<file path="src/rtl/led_mode_ctrl.sv">
// Multi-channel LED mode controller: per-channel 3-bit mode from switches, shared blink/breathe timebase.
// Build option: define LED_DEBOUNCE_EN to filter the synchronised switch bus before modes load.
module led_mode_ctrl #(
  parameter int NUM_CH       = 4,
  parameter int TICK_DIV     = 25_000_000,
  parameter int SLOW_TICKS   = 2,
  parameter int FAST_TICKS   = 1,
  parameter int PWM_W        = 8,
  parameter int DEBOUNCE_CYC = 1_000_000
) (
  input  logic                  clk,
  input  logic                  rst,
  input  logic [3*NUM_CH-1:0]   sw,
  input  logic [PWM_W-1:0]      duty,
  output logic [NUM_CH-1:0]     led
);

  localparam int PRE_W  = $clog2(TICK_DIV);
  localparam int SLOW_W = $clog2(SLOW_TICKS + 1);
  localparam int FAST_W = $clog2(FAST_TICKS + 1);
  localparam logic [PWM_W-1:0] LVL_MAX = '1;

  typedef enum logic {BR_UP, BR_DOWN} br_state_t;

  logic [3*NUM_CH-1:0] sw_s1, sw_s2, mode_reg;
  logic [PRE_W-1:0]    pre;
  logic                tick;
  logic [SLOW_W-1:0]   slow_cnt;
  logic [FAST_W-1:0]   fast_cnt;
  logic                slow_ph, fast_ph;
  logic [PWM_W-1:0]    pwm_cnt;
  logic [PWM_W-1:0]    lvl, lvl_nxt;
  br_state_t           br_state, br_state_nxt;
  logic                pwm_on, breathe_on;
  logic [NUM_CH-1:0]   led_nxt;

  function automatic logic mode_out(input logic [2:0] mode, input logic slow,
                                    input logic fast, input logic pwm, input logic breathe);
    case (mode)
      3'd1:    return 1'b1;
      3'd2:    return slow;
      3'd3:    return fast;
      3'd4:    return ~slow;
      3'd5:    return pwm;
      3'd6:    return breathe;
      default: return 1'b0;
    endcase
  endfunction

  // Stage: two-flop synchroniser on the whole switch bus
  always_ff @(posedge clk) begin
    if (rst) begin
      sw_s1 <= '0;
      sw_s2 <= '0;
    end else begin
      sw_s1 <= sw;
      sw_s2 <= sw_s1;
    end
  end

  // Stage: mode registers
`ifdef LED_DEBOUNCE_EN
  localparam int DB_W = $clog2(DEBOUNCE_CYC + 1);
  logic [DB_W-1:0] db_cnt;

  // sw_s1 is what sw_s2 becomes next cycle, so a mismatch restarts the count as s2 changes;
  // the load then happens after sw_s2 has held one value for DEBOUNCE_CYC cycles.
  always_ff @(posedge clk) begin
    if (rst) begin
      db_cnt   <= '0;
      mode_reg <= '0;
    end else if (sw_s1 != sw_s2) begin
      db_cnt   <= '0;
    end else if (db_cnt == DB_W'(DEBOUNCE_CYC - 1)) begin
      mode_reg <= sw_s2;
    end else begin
      db_cnt   <= db_cnt + 1'b1;
    end
  end
`else
  always_ff @(posedge clk) begin
    if (rst) mode_reg <= '0;
    else     mode_reg <= sw_s2;
  end
`endif

  // Stage: shared timebase, blink phases and PWM counter
  assign tick = (pre == PRE_W'(TICK_DIV - 1));

  always_ff @(posedge clk) begin
    if (rst) begin
      pre      <= '0;
      slow_cnt <= '0;
      slow_ph  <= 1'b0;
      fast_cnt <= '0;
      fast_ph  <= 1'b0;
      pwm_cnt  <= '0;
    end else begin
      pwm_cnt <= pwm_cnt + 1'b1;
      pre     <= tick ? '0 : pre + 1'b1;
      if (tick) begin
        if (slow_cnt == SLOW_W'(SLOW_TICKS - 1)) begin
          slow_cnt <= '0;
          slow_ph  <= ~slow_ph;
        end else begin
          slow_cnt <= slow_cnt + 1'b1;
        end
        if (fast_cnt == FAST_W'(FAST_TICKS - 1)) begin
          fast_cnt <= '0;
          fast_ph  <= ~fast_ph;
        end else begin
          fast_cnt <= fast_cnt + 1'b1;
        end
      end
    end
  end

  // Stage: breathe level; the turn-around step leaves each endpoint for exactly one tick
  always_ff @(posedge clk) begin
    if (rst) begin
      br_state <= BR_UP;
      lvl      <= '0;
    end else begin
      br_state <= br_state_nxt;
      lvl      <= lvl_nxt;
    end
  end

  always_comb begin
    br_state_nxt = br_state;
    lvl_nxt      = lvl;
    if (tick) begin
      case (br_state)
        BR_UP: begin
          if (lvl == LVL_MAX) begin
            br_state_nxt = BR_DOWN;
            lvl_nxt      = lvl - 1'b1;
          end else begin
            lvl_nxt      = lvl + 1'b1;
          end
        end
        BR_DOWN: begin
          if (lvl == '0) begin
            br_state_nxt = BR_UP;
            lvl_nxt      = lvl + 1'b1;
          end else begin
            lvl_nxt      = lvl - 1'b1;
          end
        end
        default: begin
          br_state_nxt = BR_UP;
          lvl_nxt      = '0;
        end
      endcase
    end
  end

  // Stage: per-channel decode and registered LED drive
  assign pwm_on     = (pwm_cnt < duty);
  assign breathe_on = (pwm_cnt < lvl);

  always_comb begin
    led_nxt = '0;
    for (int i = 0; i < NUM_CH; i++) begin
      led_nxt[i] = mode_out(mode_reg[3*i +: 3], slow_ph, fast_ph, pwm_on, breathe_on);
    end
  end

  always_ff @(posedge clk) begin
    if (rst) led <= '0;
    else     led <= led_nxt;
  end

endmodule
</file>
<file path="config.mk">
export PLATFORM = sky130hd
export DESIGN_NAME = led_mode_ctrl
export DESIGN_NICKNAME = d
export VERILOG_FILES = /design/src/rtl/led_mode_ctrl.sv
export SDC_FILE = /design/constraint.sdc
export NUM_CORES = 1
export LEC_CHECK = 0
export CAP_MARGIN = 15
export CORE_MARGIN = 2
export CORE_UTILIZATION = 63
export CTS_BUF_LIST = sky130_fd_sc_hd__clkbuf_4 sky130_fd_sc_hd__clkbuf_8 sky130_fd_sc_hd__clkbuf_16
export DETAILED_ROUTE_END_ITERATION = 8
export PLACE_DENSITY = 0.85
export RECOVER_POWER = 50
export SLEW_MARGIN = 20
export SYNTH_ARGS = -nofsm -noshare
export SYNTH_HDL_FRONTEND = slang
export SYNTH_SLANG_ARGS = --single-unit
export TNS_END_PERCENT = 5
</file>
<file path="constraint.sdc">
create_clock -name clk -period 6.1 [get_ports clk]
set_input_delay 1.22 -clock clk [delete_from_list [all_inputs] [get_ports clk]]
set_output_delay 1.22 -clock clk [all_outputs]
set_load 0.02 [all_outputs]
</file>
==> metrics.md <==
| Metric | Value |
|---|---|
| Result of the run | `complete, no violations` |
| Buffers added on ports | `25` |
| Remaining antenna violation count | `0` |
| Power density over the cells | `243 nW/um^2` |
| Placement row count | `28` |
| Critical Path Source Type | `flop` |
| Synth-to-Final Area Change | `11.6%` |
| Number of warning messages in the yosys log | `0` |
| Number of maximum-capacitance violations | `0` |
| Clock Skews | `0.0130 ns` |
| Synth Area in Adders | `6.17%` |
| Placeable core area | `5920 um^2` |
| Hold violation count in the final report | `0` |
| Arrival time at the worst endpoint | `3.04 ns` |
| Number of antenna violations at the first check in global routing | `0` |
| Fmax | `360 MHz` |
| Required time of the critical path | `6.36 ns` |
| Instance count of the mapped netlist | `420` |
| RSZ-0062 raised after global routing | `false` |
| Width of the die | `82.2 um` |
| CTS Buffer Depth | `2` |
| Vias in the first global route | `2668` |
| Routability Congestion | `0.846` |
| Total setup violations reported at the end of the flow | `0` |
| Largest family of logic cells by synthesized area | `simple AND/OR/NAND/NOR gates` |
| Number of nets produced by synthesis | `461` |
| FF+latch count, synth | `86` |
| Highest net fanout along the worst path | `10` |
| CTS-repair resized insts | `0` |
| Register ranked first by flip-flop count | `pre` |
| Average detailed-routed wire length per instance | `12.7 um` |
| Io pins | `26` |
| Clock root cell | `sky130_fd_sc_hd__clkbuf_8` |
| Final wirelength | `6620 um` |
| Proportion of synthesized flip-flops having asynchronous set or reset | `0%` |
| Cell area after technology mapping | `3850 um^2` |
| Tightest Pin Transition | `1.38 ns` |
| Aggregate global-route resource usage | `21.6%` |
| TritonCTS clock tree | `built` |
| Leakage component of the power | `1.62 nW` |
| Post-synth top area share | `44.7%` |
| Pin count of the biggest net entering global routing | `67` |
| Number of inserted diodes | `0` |
| Critical-path cell list | `and4_1 > nand2_4 > nor3_1 > o21a_1 > mux2_2` |
| Number of violations reported at the end of detailed-routing iteration 0 | `121` |
| Number of nets at the end of the flow | `481` |
| Top cells by area, synth | `sky130_fd_sc_hd__dfxtp_1 45%, sky130_fd_sc_hd__nor2b_1 6.3%, sky130_fd_sc_hd__ha_1 6.2%, sky130_fd_sc_hd__nor2_1 5.2%, sky130_fd_sc_hd__xnor2_1 5.0%` |
| Overall overflow remaining after global route | `0` |
| Buffers inserted by post-CTS timing repair | `0` |
| End-of-flow core utilization | `72.7%` |
| Vias per cell | `5.51` |
| Number of synthesized flops with an enable pin | `0` |
| Largest area contributor in the netlist | `sky130_fd_sc_hd__dfxtp_1` |
| Number of buffers added to fix hold violations after cts | `0` |
| First-pass detailed-route iteration total | `4` |
| Effective utilization at floorplan | `65.1%` |
| Total clock sinks | `86` |
| Fraction of final layout cells with drive strength greater than 1 | `6.07%` |
| Fraction of the mapped netlist area in compound gates | `9.68%` |
| Top_reg_cell synth | `sky130_fd_sc_hd__dfxtp_1` |
| Flip-flop count of the largest register after layout | `25` |
| Total die area | `6760 um^2` |
| Final total power | `1.05 mW` |
| Share of the synthesized netlist area taken by xor and xnor gates | `7.27%` |
| Height of the die | `82.2 um` |
| Detailed Place HPWL | `4590 um` |
| Multiplexer area fraction after synthesis | `1.46%` |
| Critical path class | `flop to flop` |
| Final-layout setup total negative slack | `0 ns` |
| Clock H-tree levels | `3` |
| Sequential area share after synthesis | `44.7%` |
| Cell variety after synth | `50` |
| Relative max-transition margin | `7.35%` |
| Number of CTS-inserted buffers | `9` |
| Total number of vias | `2863` |
| Max Slew Vio Count | `0` |
| Peak per-stage delay on the critical path | `1.11 ns` |
| Clock latency at the later pin of the worst-skew pair | `0.37 ns` |
| Part of the cycle the worst path needs | `45.5%` |
| Worst hold path class | `flop to flop` |
| Detailed-route DRC error count | `0` |
| Peak ir drop on the vdd network | `0.192 mV` |
| First-pass GRT wire length | `11300 um` |
| Most numerous cell types in the synthesized netlist | `86 x sky130_fd_sc_hd__dfxtp_1, 53 x sky130_fd_sc_hd__nor2_1, 39 x sky130_fd_sc_hd__nor2b_1` |
| Avg Inst Size Synth | `9.18 um^2` |
| Final critical delay including setup and external delays | `2.78 ns` |
| Slowest cell on crit path | `sky130_fd_sc_hd__nor3_1` |
| Most repeated cell in the gate-level netlist after synthesis | `sky130_fd_sc_hd__dfxtp_1` |
| Simple logic cell fraction of the synthesized area | `26.1%` |
| Element type at the critical path end | `flop` |
| Clock slew at reported path FFs | `0.10 ns` |
-- layout by cell type, fill, tap and decap left out, types with 3 or more instances in the layout --
cell | Yosys | layout
sky130_fd_sc_hd__xnor2_1 | 22 | 22
sky130_fd_sc_hd__and4_1 | 5 | 5
sky130_fd_sc_hd__nand2b_1 | 4 | 4
sky130_fd_sc_hd__nor3_1 | 10 | 11
sky130_fd_sc_hd__nor4_1 | 3 | 3
sky130_fd_sc_hd__a31oi_1 | 5 | 5
sky130_fd_sc_hd__mux2_1 | 3 | 3
sky130_fd_sc_hd__ha_1 | 19 | 19
sky130_fd_sc_hd__nand3b_1 | 4 | 4
sky130_fd_sc_hd__xor2_1 | 10 | 10
sky130_fd_sc_hd__clkdlybuf4s50_1 | 0 | 24
sky130_fd_sc_hd__nand4_1 | 10 | 10
sky130_fd_sc_hd__dfxtp_1 | 86 | 86
sky130_fd_sc_hd__nand2_1 | 19 | 19
sky130_fd_sc_hd__clkbuf_8 | 0 | 9
sky130_fd_sc_hd__nor2_1 | 53 | 53
sky130_fd_sc_hd__nand3_1 | 18 | 18
sky130_fd_sc_hd__o21ai_0 | 11 | 11
sky130_fd_sc_hd__inv_1 | 22 | 22
sky130_fd_sc_hd__inv_8 | 0 | 4
sky130_fd_sc_hd__a211oi_1 | 6 | 6
sky130_fd_sc_hd__a21oi_1 | 8 | 8
sky130_fd_sc_hd__o21a_1 | 3 | 3
sky130_fd_sc_hd__nand4b_1 | 3 | 3
sky130_fd_sc_hd__nor2b_1 | 39 | 39
sky130_fd_sc_hd__and3_1 | 6 | 6
-- metal layers --
layer / global-route usage [%] / up-vias / wire (um)
li1: - / 1483 / -
met1: 25.8 / 1322 / 3050
met2: 36.9 / 51 / 3250
met3: 5.98 / 7 / 263
met4: 8.33 / 0 / 64
met5: 0 / - / 0
-- per-stage QoR --
| step | std cells | worst slack [ns] | instance area, um^2 | hold slack [ns] |
|---|---|---|---|---|
| 6_report | 520 | 3.32 | 4300 | 0.438 |
| 5_1_grt | 520 | 3.21 | 4300 | 0.453 |
| 4_1_cts | 520 | 3.53 | 4310 | 0.436 |
| 3_5_place_dp | 504 | 3.12 | 4100 | 0.420 |
| 3_3_place_gp | 504 | 3.18 | 4100 | 0.416 |
| 2_1_floorplan | 420 | 3.71 | 3850 | 0.411 |
-- critical path, delay by kind of cell (launching register included) --
family | cells | cell delay (ns)
flip-flops | 1 | 0.42
AND/OR/NAND/NOR | 3 | 1.69
multiplexers | 1 | 0.32
AO/OA/AOI/OAI | 1 | 0.24
-- where the power goes --
group          switching (mW)  internal [mW]  total, mW
Sequential            0.00677          0.575      0.582
Combinational          0.0247         0.0287     0.0534
Clock                   0.243          0.168      0.411
Total                   0.275          0.771       1.05
-- cell families after synthesis --
| group | Yosys count |
|---|---|
| simple gates | 185 |
| flops | 86 |
| compound gates | 54 |
| buf+inv | 39 |
| xor+xnor | 32 |
| fa+ha+maj | 19 |
| mux | 5 |
-- path summary, 6_finish.rpt --
path,from,endpoint,slack (ns),cells after the start
worst min-delay path,sw_s2[9],mode_reg[9],0.44,1
worst max-delay path,pre[2],lvl[5],3.32,5
worst max register to register,pre[2],lvl[5],3.32,5
worst min register to register,sw_s2[9],mode_reg[9],0.44,1
-- cell type report --
class,count,area [um^2]
multi-input combinational,295,1940
clock inverter,7,86.3
sequential,86,1720
tap,75,93.8
inverter,22,82.6
fill,431,1620
timing repair buffer,26,253
clock buffer,9,124
(Power assumes the default switching activity.)
